`src/rtl/core_pkg.sv`:
```
// Shared definitions for the core front end: datapath width, fetch FSM
// states and default reset/halt constants.
package core_pkg;

    localparam int XLEN = 32;

    localparam logic [XLEN-1:0] RESET_PC_DEF  = 32'h0000_0000;
    localparam logic [XLEN-1:0] HALT_INSN_DEF = 32'h0000_0073;

    typedef enum logic [1:0] {
        BOOT = 2'd0,
        RUN  = 2'd1,
        HALT = 2'd2
    } fetch_state_t;

endpackage

```
`src/rtl/fetch_pc_unit_next_pc_sel.sv`:
```
// Next-PC selection: jump > branch > sequential priority mux plus range check.
// Purely combinational.
// With FETCH_MISALIGN_TRAP_EN defined, redirect targets pass through unchanged
// and a misaligned flag is produced; otherwise their low two bits are cleared.
module next_pc_sel
    import core_pkg::*;
#(
    parameter int MEM_SIZE = 256
) (
    input  logic [XLEN-1:0] pc,
    input  logic            jump,
    input  logic [XLEN-1:0] jump_target,
    input  logic            branch_taken,
    input  logic [XLEN-1:0] branch_target,
    output logic [XLEN-1:0] next_pc,
    output logic            out_of_range
`ifdef FETCH_MISALIGN_TRAP_EN
    ,
    output logic            misaligned
`endif
);

    // One past the last legal byte address, one bit wider than the PC.
    localparam logic [XLEN:0] LIMIT = (XLEN+1)'(MEM_SIZE) << 2;

    logic [XLEN:0]   seq_sum;
    logic [XLEN-1:0] raw_target;
    logic            redirect;

    // Pick the target by priority, then align it and check it against memory.
    always_comb begin
        seq_sum  = {1'b0, pc} + (XLEN+1)'(4);
        redirect = jump | branch_taken;

        if (jump) begin
            raw_target = jump_target;
        end else if (branch_taken) begin
            raw_target = branch_target;
        end else begin
            raw_target = seq_sum[XLEN-1:0];
        end

`ifdef FETCH_MISALIGN_TRAP_EN
        misaligned = redirect && (raw_target[1:0] != 2'b00);
        next_pc    = raw_target;
`else
        next_pc    = redirect ? {raw_target[XLEN-1:2], 2'b00} : raw_target;
`endif

        // A carry out of pc + 4 means the address wrapped past the top.
        out_of_range = (!redirect && seq_sum[XLEN]) || ({1'b0, next_pc} >= LIMIT);
    end

endmodule

```
`src/rtl/fetch_pc_unit.sv`:
```
// Instruction-fetch front end: PC register, BOOT/RUN/HALT FSM and
// accepted-fetch counter. Fetch is zero-latency; the PC addresses I_MEM
// directly and the returned word is presented in the same cycle.
// Optional feature: FETCH_MISALIGN_TRAP_EN traps misaligned redirects.
module fetch_pc_unit
    import core_pkg::*;
#(
    parameter logic [XLEN-1:0] RESET_PC  = RESET_PC_DEF,
    parameter int              MEM_SIZE  = 256,
    parameter logic [XLEN-1:0] HALT_INSN = HALT_INSN_DEF
) (
    input  logic            clk,
    input  logic            rst_n,
    input  logic            stall_i,
    input  logic            jump_i,
    input  logic [XLEN-1:0] jump_target_i,
    input  logic            branch_taken_i,
    input  logic [XLEN-1:0] branch_target_i,
    output logic [XLEN-1:0] imem_addr_o,
    input  logic [XLEN-1:0] imem_data_i,
    output logic [XLEN-1:0] instr_o,
    output logic [XLEN-1:0] pc_o,
    output logic [XLEN-1:0] pc_plus4_o,
    output logic            instr_valid_o,
    output logic            halted_o,
    output logic [XLEN-1:0] fetch_count_o
`ifdef FETCH_MISALIGN_TRAP_EN
    ,
    output logic            misalign_o
`endif
);

    fetch_state_t    state_q, state_d;
    logic [XLEN-1:0] pc_q, pc_d;
    logic [XLEN-1:0] count_q, count_d;
    logic [XLEN-1:0] next_pc;
    logic            out_of_range;
`ifdef FETCH_MISALIGN_TRAP_EN
    logic            misaligned;
    logic            misalign_q, misalign_d;
`endif

    next_pc_sel #(
        .MEM_SIZE (MEM_SIZE)
    ) u_next_pc_sel (
        .pc            (pc_q),
        .jump          (jump_i),
        .jump_target   (jump_target_i),
        .branch_taken  (branch_taken_i),
        .branch_target (branch_target_i),
        .next_pc       (next_pc),
        .out_of_range  (out_of_range)
`ifdef FETCH_MISALIGN_TRAP_EN
        ,
        .misaligned    (misaligned)
`endif
    );

    // State, PC, counter and sticky trap flag registers.
    always_ff @(posedge clk or negedge rst_n) begin
        if (!rst_n) begin
            state_q    <= BOOT;
            pc_q       <= RESET_PC;
            count_q    <= '0;
`ifdef FETCH_MISALIGN_TRAP_EN
            misalign_q <= 1'b0;
`endif
        end else begin
            state_q    <= state_d;
            pc_q       <= pc_d;
            count_q    <= count_d;
`ifdef FETCH_MISALIGN_TRAP_EN
            misalign_q <= misalign_d;
`endif
        end
    end

    // Next-state logic: a halt instruction beats any redirect; stalls freeze all.
    always_comb begin
        state_d    = state_q;
        pc_d       = pc_q;
        count_d    = count_q;
`ifdef FETCH_MISALIGN_TRAP_EN
        misalign_d = misalign_q;
`endif
        unique case (state_q)
            BOOT: begin
                state_d = RUN;
            end
            RUN: begin
                if (!stall_i) begin
                    count_d = count_q + XLEN'(1);
                    if (imem_data_i == HALT_INSN) begin
                        state_d = HALT;
                    end
`ifdef FETCH_MISALIGN_TRAP_EN
                    else if (misaligned) begin
                        state_d    = HALT;
                        misalign_d = 1'b1;
                    end
`endif
                    else if (out_of_range) begin
                        state_d = HALT;
                    end else begin
                        pc_d = next_pc;
                    end
                end
            end
            HALT: begin
                state_d = HALT;
            end
            default: begin
                state_d = BOOT;
            end
        endcase
    end

    assign imem_addr_o   = pc_q;
    assign pc_o          = pc_q;
    assign pc_plus4_o    = pc_q + XLEN'(4);
    assign instr_o       = imem_data_i;
    assign instr_valid_o = (state_q == RUN);
    assign halted_o      = (state_q == HALT);
    assign fetch_count_o = count_q;
`ifdef FETCH_MISALIGN_TRAP_EN
    assign misalign_o    = misalign_q;
`endif

endmodule

```
`config.mk`:
```
export PLATFORM = sky130hd
export DESIGN_NAME = fetch_pc_unit
export DESIGN_NICKNAME = d
export VERILOG_FILES = /design/src/rtl/core_pkg.sv /design/src/rtl/fetch_pc_unit_next_pc_sel.sv /design/src/rtl/fetch_pc_unit.sv
export SDC_FILE = /design/constraint.sdc
export NUM_CORES = 1
export LEC_CHECK = 0
export BUFFER_PORTS_ARGS = -buffer_cell sky130_fd_sc_hd__buf_4
export CAP_MARGIN = 10
export CORE_AREA = 2 2 104 106
export DETAILED_ROUTE_END_ITERATION = 12
export DIE_AREA = 0 0 106 108
export GPL_TIMING_DRIVEN = 0
export HOLD_SLACK_MARGIN = 0.1
export PLACE_DENSITY = 0.78
export SLEW_MARGIN = 20
export SYNTH_ARGS = -nofsm -noshare
export SYNTH_HDL_FRONTEND = slang
export SYNTH_SLANG_ARGS = --single-unit
```
`constraint.sdc`:
```
create_clock -name clk -period 4.4 [get_ports clk]
set_input_delay 0.66 -clock clk [delete_from_list [all_inputs] [get_ports clk]]
set_output_delay 0.66 -clock clk [all_outputs]
set_load 0.05 [all_outputs]
```
# Word level (Yosys, flattened, before mapping)
# Cells that the tools add are included.
word_totals:
  register_bits: 66
  latchBits: 0
  ram_bits: 0
  rom_bits: 0
  in_bits: 101
  output_inout_bits: 162
  elab_cells: 30
  n_memories: 0
op_classes:
  addsub: 3
  n_mul: 0
  div: 0
  n_lt_le_gt_ge: 1
  eq_ne: 5
  n_shift: 0
  n_mux: 7
  bitwise: 4
  reduce_logical: 7
op_table:
  columns: ["operator", "count"]
  rows:
  - ["32-bit 2-to-1 mux", 2]
  - ["32-bit by 3-bit adder with 33-bit output (second input constant)", 1]
  - ["32-bit by 1-bit adder with 32-bit output (second input constant)", 1]
  - ["32-bit by 3-bit adder with 32-bit output (second input constant)", 1]
  - ["32-bit by 7-bit equality test with 1-bit output (second input constant)", 1]
  - ["32-bit by 11-bit greater-or-equal comparator with 1-bit output (second input constant)", 1]
  - ["2-bit 2-to-1 mux", 4]
  - ["2-bit one-hot mux with 3 select lines", 1]
  - ["2-bit AND reduction", 2]
  - ["4-bit AND reduction", 1]
  - ["3-bit by 1-bit inequality test with 1-bit output (second input constant)", 1]
  - ["1-bit NOT", 3]
  - ["2-bit by 1-bit equality test with 1-bit output (second input constant)", 1]
  - ["2-bit equality test (second input constant)", 1]
  - ["2-bit logical NOT", 1]
  - ["2-bit inequality test (second input constant)", 1]
  - ["1-bit logical AND", 1]
  - ["1-bit logical NOT", 1]
  - ["1-bit logical OR", 1]
  - ["1-bit bitwise OR", 1]

# Logic depth before layout (Yosys ltp)
logic_depth:
  depth_word: 10
  depth_mapped: 12
  ltp_nobuf: 10

# Hierarchy
# Synthesis repeated with hierarchy kept, for this count alone.
hier_totals:
  hier_cells: 605
  hier_area_um2: 5562.8
by_module_without_submodules:
  columns: ["module", "instances", "cells_per_inst", "area_per_inst_um2", "seq_area_each_um2"]
  rows:
  - ["fetch_pc_unit", 1, 364, 4144.0, 1651.6]
  - ["next_pc_sel", 1, 241, 1418.9, 0.0]

# Least setup slack after synthesis
# OpenSTA, ideal clock, no wires.
synth_path:
  path_kind: "reg-to-reg"
  start: "reg pc_q[2], in the netlist imem_addr_o[2]"
  end: "reg pc_q[7], in the netlist imem_addr_o[7]"
  setup_time_ps: 125
  arrival_ps: 3612
  required_ps: 4275
  slack_ps: 662
  stages_incl_launch_ff: 13
  n_path_buf: 3
  synth_period_minus_slack_ps: 3738
  cell_sequence: "dfrtp_1 > ha_1 > and4_1 > buf_2 > and4_1 > buf_4 > nand2_1 > xnor2_1 > a221oi_1 > o211ai_1 > nor4_4 > buf_6 > mux2_4"
synth_via:
  elab_chain_len: 7
  word_cells_on_any_way: 8
  cone_classes: "add/sub: 1; order compare: 1; mux: 2; bitwise: 1; reduce/logical: 3"
synth_lines:
  columns: ["element", "line_no", "text"]
  rows:
  - ["start: declaration", "fetch_pc_unit.sv:34", "logic [XLEN-1:0] pc_q, pc_d;"]
  - ["start signal: assignment", "fetch_pc_unit.sv:70", "pc_q <= pc_d;"]
  - ["32-bit by 3-bit adder with 33-bit output *", "fetch_pc_unit_next_pc_sel.sv:32", "seq_sum = {1'b0, pc} + (XLEN+1)'(4);"]
  - ["32-bit 2-to-1 mux", "fetch_pc_unit_next_pc_sel.sv:37", "end else if (branch_taken) begin"]
  - ["32-bit 2-to-1 mux", "fetch_pc_unit_next_pc_sel.sv:35", "if (jump) begin"]
  - ["32-bit by 11-bit greater-or-equal comparator with 1-bit output", "fetch_pc_unit_next_pc_sel.sv:51", "out_of_range = (!redirect && seq_sum[XLEN]) || ({1'b0, next_pc} >= LIMIT);"]
  - ["1-bit logical OR", "fetch_pc_unit_next_pc_sel.sv:51", null]
  - ["1-bit NOT (no source line)", null, null]
  - ["4-bit AND reduction (no source line)", null, null]
# Mark *: on every way between the ends. The rest lies on a longest branch, timed or not.
# A chain may end at the register's enable or synchronous reset.

# Worst setup path after layout
layout_path:
  start: "reg pc_q[2], in the netlist imem_addr_o[2]"
  end: "reg pc_q[5], in the netlist imem_addr_o[5]"
# The elaborated chain is that of the path after synthesis.

==> flow_summary.json <==
{
  "cts_tree": "yes",
  "routed_wl_um": 14300,
  "crit_type": "flip-flop to flip-flop",
  "synth_area_um2": 4410,
  "vias": 4402,
  "grt_max_degree": 67,
  "cts.hold.buffers_added": 0,
  "startpoint_type": "flip-flop",
  "io_buffers": 258,
  "area_growth_pct": 53.0,
  "ant_nets": 0,
  "worst_pin_slew_ps": 830,
  "ctsResizeCount": 0,
  "irDropWorstVdd_uv": 163,
  "cts.htree.levels": 3,
  "met1Wirelength_um": 6110,
  "route.detailed.drc": 0,
  "reg2reg_from": "imem_addr_o[2]",
  "grt.overflow.total": 0,
  "fin_crit_ps": 3590,
  "core_um2": 10200,
  "ys_types": 54,
  "start_util_pct": 43.1,
  "maxSlewViolCount": 0,
  "yosysTopAreaCellShare_pct": 37.5,
  "r2r_cells": 12,
  "cp.arrival_ps": 3810,
  "worstPathCellList": "ha_1 > and4_1 > buf_2 > and4_1 > buf_4 > or4b_4 > xnor2_2 > o21ai_1 > o211ai_1 > nor4_4 > buf_6 > mux2_4",
  "end_kind": "flip-flop",
  "wl_met3_um": 1020,
  "cp_top_family": "simple AND/OR/NAND/NOR gates",
  "async_flop_share_pct": 100,
  "synth_edf_count": 0,
  "io_pins": 263,
  "synthTopCellsByCount": "buf_4 (68), dfrtp_1 (66), nand2_1 (43)",
  "clock_sinks": 66,
  "synth_top_cell_by_area": "dfrtp_1",
  "cts-root-buf": "clkbuf_8",
  "nets": 846,
  "dp_hpwl_um": 11600,
  "cts_max_path_buffers": 2,
  "status": "finished clean",
  "syn_avg_cell_area_um2": 9.35,
  "fin_area_um2": 6740,
  "placed_area_um2": 6510,
  "post_cts_buffers": 0,
  "crit_top_cell": "and4_1",
  "finClkSkew_ps": 9.77,
  "finalSetupViolCount": 0,
  "avgViaCountPerCell": 5.00,
  "wl_met2_um": 6900,
  "grt_pass1_vias": 4239,
  "synthesis.nets": 577,
  "die_x_um": 106,
  "hp-class": "input pin to asynchronous set/reset pin",
  "drive_above_1_share_pct": 49.1,
  "max_freq_mhz": 279,
  "reg2reg_to": "imem_addr_o[5]",
  "syn_inst": 471,
  "grt_use_total_pct": 24.4,
  "setup_slack_ps": 815,
  "yosysMostFrequentCell": "buf_4",
  "numCtsBuffers": 9,
  "pre_cts_slack_ps": 815,
  "cellPowerDensity_nw_per_um2": 276,
  "fillers": 850,
  "drtIter0Drc": 218,
  "clk_pin_slew_ps": 80,
  "critPathSlowestCell": "dfrtp_1",
  "cp_num_buf_inv": 3,
  "wl_per_cell_um": 16.2,
  "cp_slowest_stage_delay_ps": 510,
  "yosys_warnings": 0,
  "crit_required_ps": 4620,
  "hold_viol": 0,
  "ys_seq_area_share_pct": 37.5,
  "grt_first_pass_wirelength_um": 21900,
  "clkLatencyLatePin_ps": 340,
  "max_slew_margin_pct": 44.7,
  "crit_fanout": 10,
  "antenna_cells": 0,
  "rows": 37,
  "finalPower_w": 0.00186,
  "die_area_um2": 11400,
  "synth-seq-cells": 66,
  "grt_antenna_before_repair": 0,
  "drt_pass1_iterations": 4,
  "maxCapViolCount": 0,
  "power.leakage_nw": 3.53,
  "fin_tns_setup_ps": 0,
  "fp.dieH_um": 108,
  "gp_congestion": 0.876,
  "rsz0062_at_grt": "false",
  "synth_flop_cell": "dfrtp_1",
  "routed.top_layer": "met4",
  "instances_no_fill": 881,
  "dpl.cell_count": 865,
  "r2r_slack_ps": 810,
  "fin_crit_sh_pct": 81.5,
  "synth_area_leaders": "dfrtp_1 (37%), buf_4 (12%), xnor2_1 (8.0%)"
}
where the power goes:
part	total (W)	internal [W]	switching, W
clock network	0.000576	0.000335	0.000241
logic	0.000593	0.000225	0.000368
registers	0.000688	0.000641	0.0000473
metal layers:
metal / GRT usage (%) / vias to the layer above
li1: - / 2105
met1: 32.9 / 2077
met2: 40.4 / 198
met3: 4.40 / 22
met4: 6.86 / 0
met5: 0 / -
sequential cells by signal (all words and copies together), names as in the netlist:
| register | cells |
|---|---|
| state_q | 2 |
| fetch_count_o | 32 |
| imem_addr_o | 32 |
stage by stage:
stage,hold slack [ps],util (%)
floorplan,364,-
global placement,459,63.7
detailed placement,492,63.7
CTS,442,65.9
global route,476,65.9
finish,417,65.9
cells by family after synthesis:
kind of cell | after synthesis | synth area share (%)
compound gates | 40 | 6.33
xor+xnor | 62 | 12.5
fa+ha+maj | 5 | 1.42
buf+inv | 94 | 14.1
flops | 66 | 37.5
mux | 19 | 5.06
simple gates | 185 | 23.1
final cells by class:
class                      count  area (um^2)  area share [%]
tap                          136          170            2.52
buffer                        82          577            8.56
multi-input combinational    311         2130            31.6
sequential                    66         1650            24.5
timing repair buffer         258         1940            28.7
clock inverter                 6         90.1            1.34
inverter                      12         45.0           0.668
clock buffer                  10          138            2.04
worst max path at each step:
stage / endpoint / cells after the start / startpoint / slack (ps)
3_5_place_dp: imem_addr_o[5] / 12 / imem_addr_o[2] / 820
3_3_place_gp: imem_addr_o[6] / 12 / imem_addr_o[2] / 900
5_1_grt: imem_addr_o[2] / 12 / imem_addr_o[2] / 540
6_report: imem_addr_o[5] / 12 / imem_addr_o[2] / 810
2_1_floorplan: imem_addr_o[7] / 12 / imem_addr_o[2] / 660
4_1_cts: imem_addr_o[5] / 12 / imem_addr_o[2] / 800
cells in the final DEF (no fill, tap or decap), types with 2 or more instances in the layout:
cell type	n
clkbuf_8	10
and2_1	2
inv_1	12
mux2i_1	8
a21boi_0	2
mux2_4	5
xnor2_1	40
nor2_1	28
mux2_2	5
nor4b_1	2
dfrtp_1	66
o31ai_1	3
a211o_1	2
clkinv_4	2
nand4_1	20
o211ai_1	2
nor2b_1	19
buf_2	5
nor4_1	14
nor3_1	15
xor2_1	21
clkbuf_1	7
nand3_1	19
and4_1	4
a2111oi_0	2
o21ai_0	11
nand2b_1	2
and3_1	8
buf_4	326
bufinv_16	2
a21oi_1	7
nand2_1	43
ha_1	5
Power figures use the tool's default switching activity.
